<file path="config.mk">
export PLATFORM = sky130hd
export DESIGN_NAME = updown_counter7seg_mux
export DESIGN_NICKNAME = d
export VERILOG_FILES = /design/src/rtl/seg7_pkg.sv /design/src/rtl/bcd_to_7seg.sv /design/src/rtl/updown_counter7seg_mux.sv
export SDC_FILE = /design/constraint.sdc
export NUM_CORES = 1
export LEC_CHECK = 0
export CAP_MARGIN = 20
export CORE_ASPECT_RATIO = 0.7
export CORE_MARGIN = 2
export CORE_UTILIZATION = 50
export CTS_CLUSTER_DIAMETER = 150
export DETAILED_ROUTE_END_ITERATION = 16
export HOLD_SLACK_MARGIN = 0.12
export PLACE_DENSITY = 0.83
export SLEW_MARGIN = 20
export SYNTH_ARGS = -nofsm -noshare
export SYNTH_HDL_FRONTEND = slang
export SYNTH_HIERARCHICAL = 1
export SYNTH_SLANG_ARGS = --single-unit
</file>
<file path="constraint.sdc">
create_clock -name mclk -period 1.7 [get_ports mclk]
set_input_delay 0.17 -clock mclk [delete_from_list [all_inputs] [get_ports mclk]]
set_output_delay 0.17 -clock mclk [all_outputs]
set_load 0.005 [all_outputs]
</file>
<file path="src/rtl/seg7_pkg.sv">
// Shared seven-segment definitions: active-low segment codes (a = bit 6,
// g = bit 0), the BCD digit type and the all-anodes-off pattern.
package seg7_pkg;

  typedef logic [3:0] bcd_t;

  localparam logic [6:0] SEG_0     = 7'b0000001;
  localparam logic [6:0] SEG_1     = 7'b1001111;
  localparam logic [6:0] SEG_2     = 7'b0010010;
  localparam logic [6:0] SEG_3     = 7'b0000110;
  localparam logic [6:0] SEG_4     = 7'b1001100;
  localparam logic [6:0] SEG_5     = 7'b0100100;
  localparam logic [6:0] SEG_6     = 7'b0100000;
  localparam logic [6:0] SEG_7     = 7'b0001111;
  localparam logic [6:0] SEG_8     = 7'b0000000;
  localparam logic [6:0] SEG_9     = 7'b0000100;
  localparam logic [6:0] SEG_BLANK = 7'b1111111;

  localparam logic [7:0] AN_OFF = 8'hFF;

endpackage

</file>
<file path="src/rtl/bcd_to_7seg.sv">
// Combinational BCD digit to active-low seven-segment decoder with a blank
// override. Non-BCD codes decode to blank.
module bcd_to_7seg
  import seg7_pkg::*;
(
  input  bcd_t       digit,
  input  logic       blank,
  output logic [6:0] a_to_g
);

  // Decode the digit, or force all segments off when blanked
  always_comb begin
    a_to_g = SEG_BLANK;
    if (!blank) begin
      case (digit)
        4'd0:    a_to_g = SEG_0;
        4'd1:    a_to_g = SEG_1;
        4'd2:    a_to_g = SEG_2;
        4'd3:    a_to_g = SEG_3;
        4'd4:    a_to_g = SEG_4;
        4'd5:    a_to_g = SEG_5;
        4'd6:    a_to_g = SEG_6;
        4'd7:    a_to_g = SEG_7;
        4'd8:    a_to_g = SEG_8;
        4'd9:    a_to_g = SEG_9;
        default: a_to_g = SEG_BLANK;
      endcase
    end
  end

endmodule

</file>
<file path="src/rtl/updown_counter7seg_mux.sv">
// BCD up/down counter of DIGITS digits with parallel load, wrap pulse and a
// multiplexed active-low seven-segment driver for an 8-digit display.
// Optional build macro UDCNT7SEG_BLANK_EN enables leading-zero blanking
// (digit 0 is never blanked).
module updown_counter7seg_mux
  import seg7_pkg::*;
#(
  parameter int DIGITS      = 2,
  parameter int TICK_DIV    = 50_000_000,
  parameter int REFRESH_DIV = 100_000
) (
  input  logic                  mclk,
  input  logic                  clr_n,
  input  logic                  pause,
  input  logic                  dir,
  input  logic                  load,
  input  logic [4*DIGITS-1:0]   load_val,
  output logic [4*DIGITS-1:0]   count,
  output logic                  wrap,
  output logic [6:0]            a_to_g,
  output logic [7:0]            AN,
  output logic                  dp
);

  localparam int PW = (TICK_DIV > 1) ? $clog2(TICK_DIV) : 1;
  localparam int RW = (REFRESH_DIV > 1) ? $clog2(REFRESH_DIV) : 1;

  // A load digit above 9 saturates to 9
  function automatic bcd_t sat_digit(input logic [3:0] d);
    return (d > 4'd9) ? 4'd9 : d;
  endfunction

  logic [PW-1:0]       presc_q;
  logic                tick;
  logic [4*DIGITS-1:0] count_q;
  logic [4*DIGITS-1:0] count_nx;
  logic [DIGITS:0]     carry;
  logic                wrap_q;
  logic [RW-1:0]       rdiv_q;
  logic                scan_step;
  logic [2:0]          scan_idx_q;

  // Tick is qualified by pause so a held prescaler at its top value
  // cannot produce repeated ticks.
  assign tick = ~pause && (presc_q == PW'(TICK_DIV - 1));

  // Prescaler: free-runs 0..TICK_DIV-1, holds on pause, cleared by load
  always_ff @(posedge mclk or negedge clr_n) begin
    if (!clr_n) begin
      presc_q <= '0;
    end else if (load) begin
      presc_q <= '0;
    end else if (!pause) begin
      presc_q <= tick ? '0 : presc_q + 1'b1;
    end
  end

  // carry[i] means digit i must step this cycle; the same chain serves as
  // carry (counting up, digit at 9) or borrow (counting down, digit at 0).
  assign carry[0] = tick;

  for (genvar g = 0; g < DIGITS; g++) begin : gen_digit
    bcd_t cur;
    bcd_t stepped;
    assign cur          = count_q[4*g +: 4];
    assign carry[g+1]   = carry[g] && (dir ? (cur == 4'd9) : (cur == 4'd0));
    assign stepped      = dir ? ((cur == 4'd9) ? 4'd0 : cur + 4'd1)
                              : ((cur == 4'd0) ? 4'd9 : cur - 4'd1);
    assign count_nx[4*g +: 4] = load     ? sat_digit(load_val[4*g +: 4]) :
                                carry[g] ? stepped : cur;
  end

  // Count register and wrap pulse; a ripple out of the top digit is a wrap
  always_ff @(posedge mclk or negedge clr_n) begin
    if (!clr_n) begin
      count_q <= '0;
      wrap_q  <= 1'b0;
    end else begin
      count_q <= count_nx;
      wrap_q  <= ~load & carry[DIGITS];
    end
  end

  assign count = count_q;
  assign wrap  = wrap_q;

  assign scan_step = (rdiv_q == RW'(REFRESH_DIV - 1));

  // Scan divider and digit index: 0, 1, .., DIGITS-1, 0
  always_ff @(posedge mclk or negedge clr_n) begin
    if (!clr_n) begin
      rdiv_q     <= '0;
      scan_idx_q <= '0;
    end else begin
      rdiv_q <= scan_step ? '0 : rdiv_q + 1'b1;
      if (scan_step) begin
        scan_idx_q <= (scan_idx_q == 3'(DIGITS - 1)) ? 3'd0 : scan_idx_q + 3'd1;
      end
    end
  end

  // ---- stage p0: select scanned digit, decode, build anode/dp pattern ----
  bcd_t       sel_digit_p0;
  logic       sel_blank_p0;
  logic [6:0] seg_p0;
  logic [7:0] an_p0;
  logic       dp_p0;

`ifdef UDCNT7SEG_BLANK_EN
  // lead_zero[i]: digit i and every digit above it are zero
  logic [DIGITS:0] lead_zero;
  assign lead_zero[DIGITS] = 1'b1;
  for (genvar g = 0; g < DIGITS; g++) begin : gen_lz
    assign lead_zero[g] = lead_zero[g+1] && (count_q[4*g +: 4] == 4'd0);
  end
`endif

  // Mux the scanned digit, its blank flag and the matching anode
  always_comb begin
    sel_digit_p0 = '0;
    sel_blank_p0 = 1'b0;
    an_p0        = AN_OFF;
    for (int i = 0; i < DIGITS; i++) begin
      if (scan_idx_q == 3'(i)) begin
        sel_digit_p0 = count_q[4*i +: 4];
        an_p0[i]     = 1'b0;
`ifdef UDCNT7SEG_BLANK_EN
        sel_blank_p0 = (i != 0) && lead_zero[i];
`endif
      end
    end
    dp_p0 = ~((scan_idx_q == 3'd0) && pause);
  end

  bcd_to_7seg u_seg (
    .digit  (sel_digit_p0),
    .blank  (sel_blank_p0),
    .a_to_g (seg_p0)
  );

  // ---- stage p1: segments, anodes and dp registered together ----
  logic [6:0] seg_p1;
  logic [7:0] an_p1;
  logic       dp_p1;

  // Register display outputs as one so digit and anode always match
  always_ff @(posedge mclk or negedge clr_n) begin
    if (!clr_n) begin
      seg_p1 <= SEG_0;
      an_p1  <= 8'hFE;
      dp_p1  <= 1'b1;
    end else begin
      seg_p1 <= seg_p0;
      an_p1  <= an_p0;
      dp_p1  <= dp_p0;
    end
  end

  assign a_to_g = seg_p1;
  assign AN     = an_p1;
  assign dp     = dp_p1;

endmodule

</file>
==> metrics <==
Async S/R FF share, synth=1.00; placed wire-length estimate=5.88 mm; area growth from synthesis to layout=36.9%; power per cell area=687 nW/um^2; number of synthesized flops with an enable pin=0; share of cells above drive strength 1=0.322; vias in the first global route=3148; core area=7250 um^2; Synth area leader=dfrtp_1; total power=3.51 mW; synth unique cells=64; Die Wd=107 um; Hold/Removal Path Class=input pin to asynchronous set/reset pin; post-synth top area share=0.416; Clock Power Share=0.379; Peak VDD IR=0.396 mV; post-layout min period=2.00 ns; Starting Density=0.514; Top Ports=38; placed instance area=4510 um^2; Primary FF master, synth=dfrtp_1; Logic pwr share=0.154; CTS H-Tree Depth=3; Vias/cell=5.91; Commonest cells post-synth=dfrtp_1 (62), nor2_1 (34), o21ai_0 (27); grt ovf=0; antenna diode count=0; crit path launch type=register; flops & latches, synth=65; CTS tree=built; Power Internal=2.54 mW; die area=8180 um^2; largest net degree at the start of global routing=66; first-pass GRT wire length=15.3 mm; # rows=26; average size of a mapped cell=9.59 um^2; Worst EP arrival=2.23 ns; post-synthesis sequential area ratio=0.437; crit path kind=register to register; cell area after layout=5110 um^2; register share of total power=0.467; fmax=501 MHz; routed wire length per instance=17.7 um; Buffers on Ports=31; CP Data Required Time=1.94 ns; Clk pin slew, worst setup/hold paths=0.07 ns; Clock Sink Count=65; total wire length=10.5 mm; iteration count of the initial detailed-routing pass=5; CTS Buf Count=9; failing checks=setup timing; Crit Reg-Reg Endpoint=presc_q[1]; die height=76.3 um; post-synthesis simple-gate area fraction=0.275; Netlist Area Pre-Place=3730 um^2; Tcrit/Tclk final=1.18; Clock Path Buffers=2; final worst slack=-0.298 ns; post-synthesis compound-gate area fraction=0.116; leakage power=2.25 nW; crit path capture type=register; worst skew pair latency=0.36 ns; Final Skew=0.00985 ns; # setup viols final=48; first-iteration detailed-routing DRC count=401; Ys Warns=6; Nets=509; largest cells by area after synthesis=dfrtp_1 (42%), xor2_1 (5.2%), o21ai_0 (3.6%); Root Buffer=clkbuf_8; Hold Fails Final Rpt=0; max-slew violations=0; R2R setup slack=-0.30 ns; adder and majority gate portion of the synthesized area=0.0235; most frequent cell after synthesis=dfrtp_1; P_sw=0.971 mW; ANT nets after route=0; r2r worst-path depth=8; Worst-Margin Slew=0.480 ns; Max-Cap Viols=0; CP Max Fanout=8; switch share=0.276; initial antenna violation count=0; RSZ-0062 raised after global routing=true; vias=3498; relative slew slack=0.672; Mapped Cells=389; XOR/XNOR share of the synthesized area=0.0821; outcome=finished, violations left; largest family of logic cells by synthesized area=simple AND/OR/NAND/NOR gates; r2r startpoint=presc_q[12]; # DRC=0; GR Util All Layers=0.237; mux share of post-synthesis cell area=0.0134; gp weighted congestion=0.879
-- flip-flops by register name (all words and copies together), names as in the netlist --
name and count:
AN 2, dp 1, a_to_g 7, count 8
scan_idx_q 3, wrap 1, rdiv_q 17, presc_q 26
-- layer usage --
metal | vias to the layer above | GRT usage | part of all wire
met2 | 188 | 0.371 | 0.47
li1 | 1554 | - | -
met1 | 1713 | 0.337 | 0.42
met4 | 0 | 0.0532 | 0.034
met5 | - | 0 | 0
met3 | 43 | 0.0539 | 0.076
-- per-stage QoR --
step                      setup TNS [ns]   util  setup WS, ns  instances  hold WS (ns)
after global placement             -3.90  0.622        -0.149        560         0.212
after detailed placement           -5.03  0.622        -0.184        560         0.214
after global routing              -12.62  0.704        -0.386        592         0.402
after floorplan                   -0.449      -       -0.0346        400        -0.126
after CTS                          -3.84  0.674        -0.118        585         0.385
final                              -8.87  0.704        -0.298        592         0.368
-- area by class of cell --
cell class / instances / area (um^2)
multi-input combinational: 302 / 2180
fill: 486 / 2150
sequential: 65 / 1640
timing repair buffer: 103 / 943
clock buffer: 9 / 124
tap: 98 / 123
clock inverter: 7 / 70.1
inverter: 8 / 30.0
-- cells by family (layout without fill, tap and decap cells) --
logic type | after synthesis | after routing
AND/OR/NAND/NOR | 170 | 170
AO/OA/AOI/OAI | 72 | 72
flip-flops | 65 | 65
XOR/XNOR | 35 | 35
buffers and inverters | 33 | 127
adder cells (fa/ha/maj) | 7 | 7
multiplexers | 5 | 5
other | 2 | 13
-- worst max-delay path: stages, from the launching register on --
cell and delay [ns]:
dfrtp_1 0.49, nand4_1 0.23, nor4_4 0.33, buf_4 0.23, nand3_4 0.16, buf_4 0.18, buf_6 0.10, nand3b_1 0.08
a21oi_1 0.07
-- how the worst max path moves through the flow --
stage,to,slack (ns),cells past startpoint,from
global route,presc_q[5],-0.39,8,presc_q[12]
global placement,presc_q[24],-0.15,6,load
detailed placement,presc_q[25],-0.18,6,load
CTS,scan_idx_q[2],-0.12,5,rdiv_q[14]
floorplan,scan_idx_q[1],-0.03,6,rdiv_q[14]
finish,presc_q[1],-0.30,8,presc_q[12]
-- cells in the final DEF (no fill, tap or decap), types with 3 or more instances in the layout --
cell             netlist  layout
nor3_1                 7       4
nand4b_1               3       3
o21a_1                 4       4
clkdlybuf4s50_1        0      30
a21oi_2                0       5
nor2b_1                7       7
o21ai_0               27      19
xnor2_1               13      13
clkbuf_8               0       9
buf_4                  8      57
nor2_2                 0      12
dfrtp_1               62      56
buf_6                  3       8
or3_1                 10      10
nor2_1                34      16
a21oi_1               21      16
nor3_2                 1       3
nor2_4                 1       7
nand2_1               25      25
and4_1                 4       4
nand2b_4               1       3
ha_1                   7       4
dfrtp_2                0       6
inv_1                  8       6
nand3_1               20      20
xor2_1                22      22
clkinv_2               0       3
and2_1                 4       4
conb_1                 2      13
nand4_1               12      12
and3_1                 7       5
dfstp_2                3       3
mux2i_1                5       4
o21ai_2                1       3
buf_12                 0       4
o21ai_1                0       6
nand2b_1               9       7
-- power groups by stage --
stage / sequential [mW] / combinational [mW] / clock [mW]
after CTS: 1.63 / 0.483 / 1.34
after detailed placement: 1.66 / 0.451 / 0
after global placement: 1.66 / 0.437 / 0
final: 1.64 / 0.542 / 1.33
after global routing: 1.64 / 0.590 / 1.42
after floorplan: 1.64 / 0.249 / 0
-- repair_timing --
item                                    CTS  global route
endpoints found under the setup margin   48            56
hold buffers                              1             0
gates cloned                              1             2
pin swaps                                11            10
endpoints found under the hold margin    65             0
buffers inserted                          7             7
resized for setup                        27            55
Note: power is estimated with default switching activity, not from simulation.
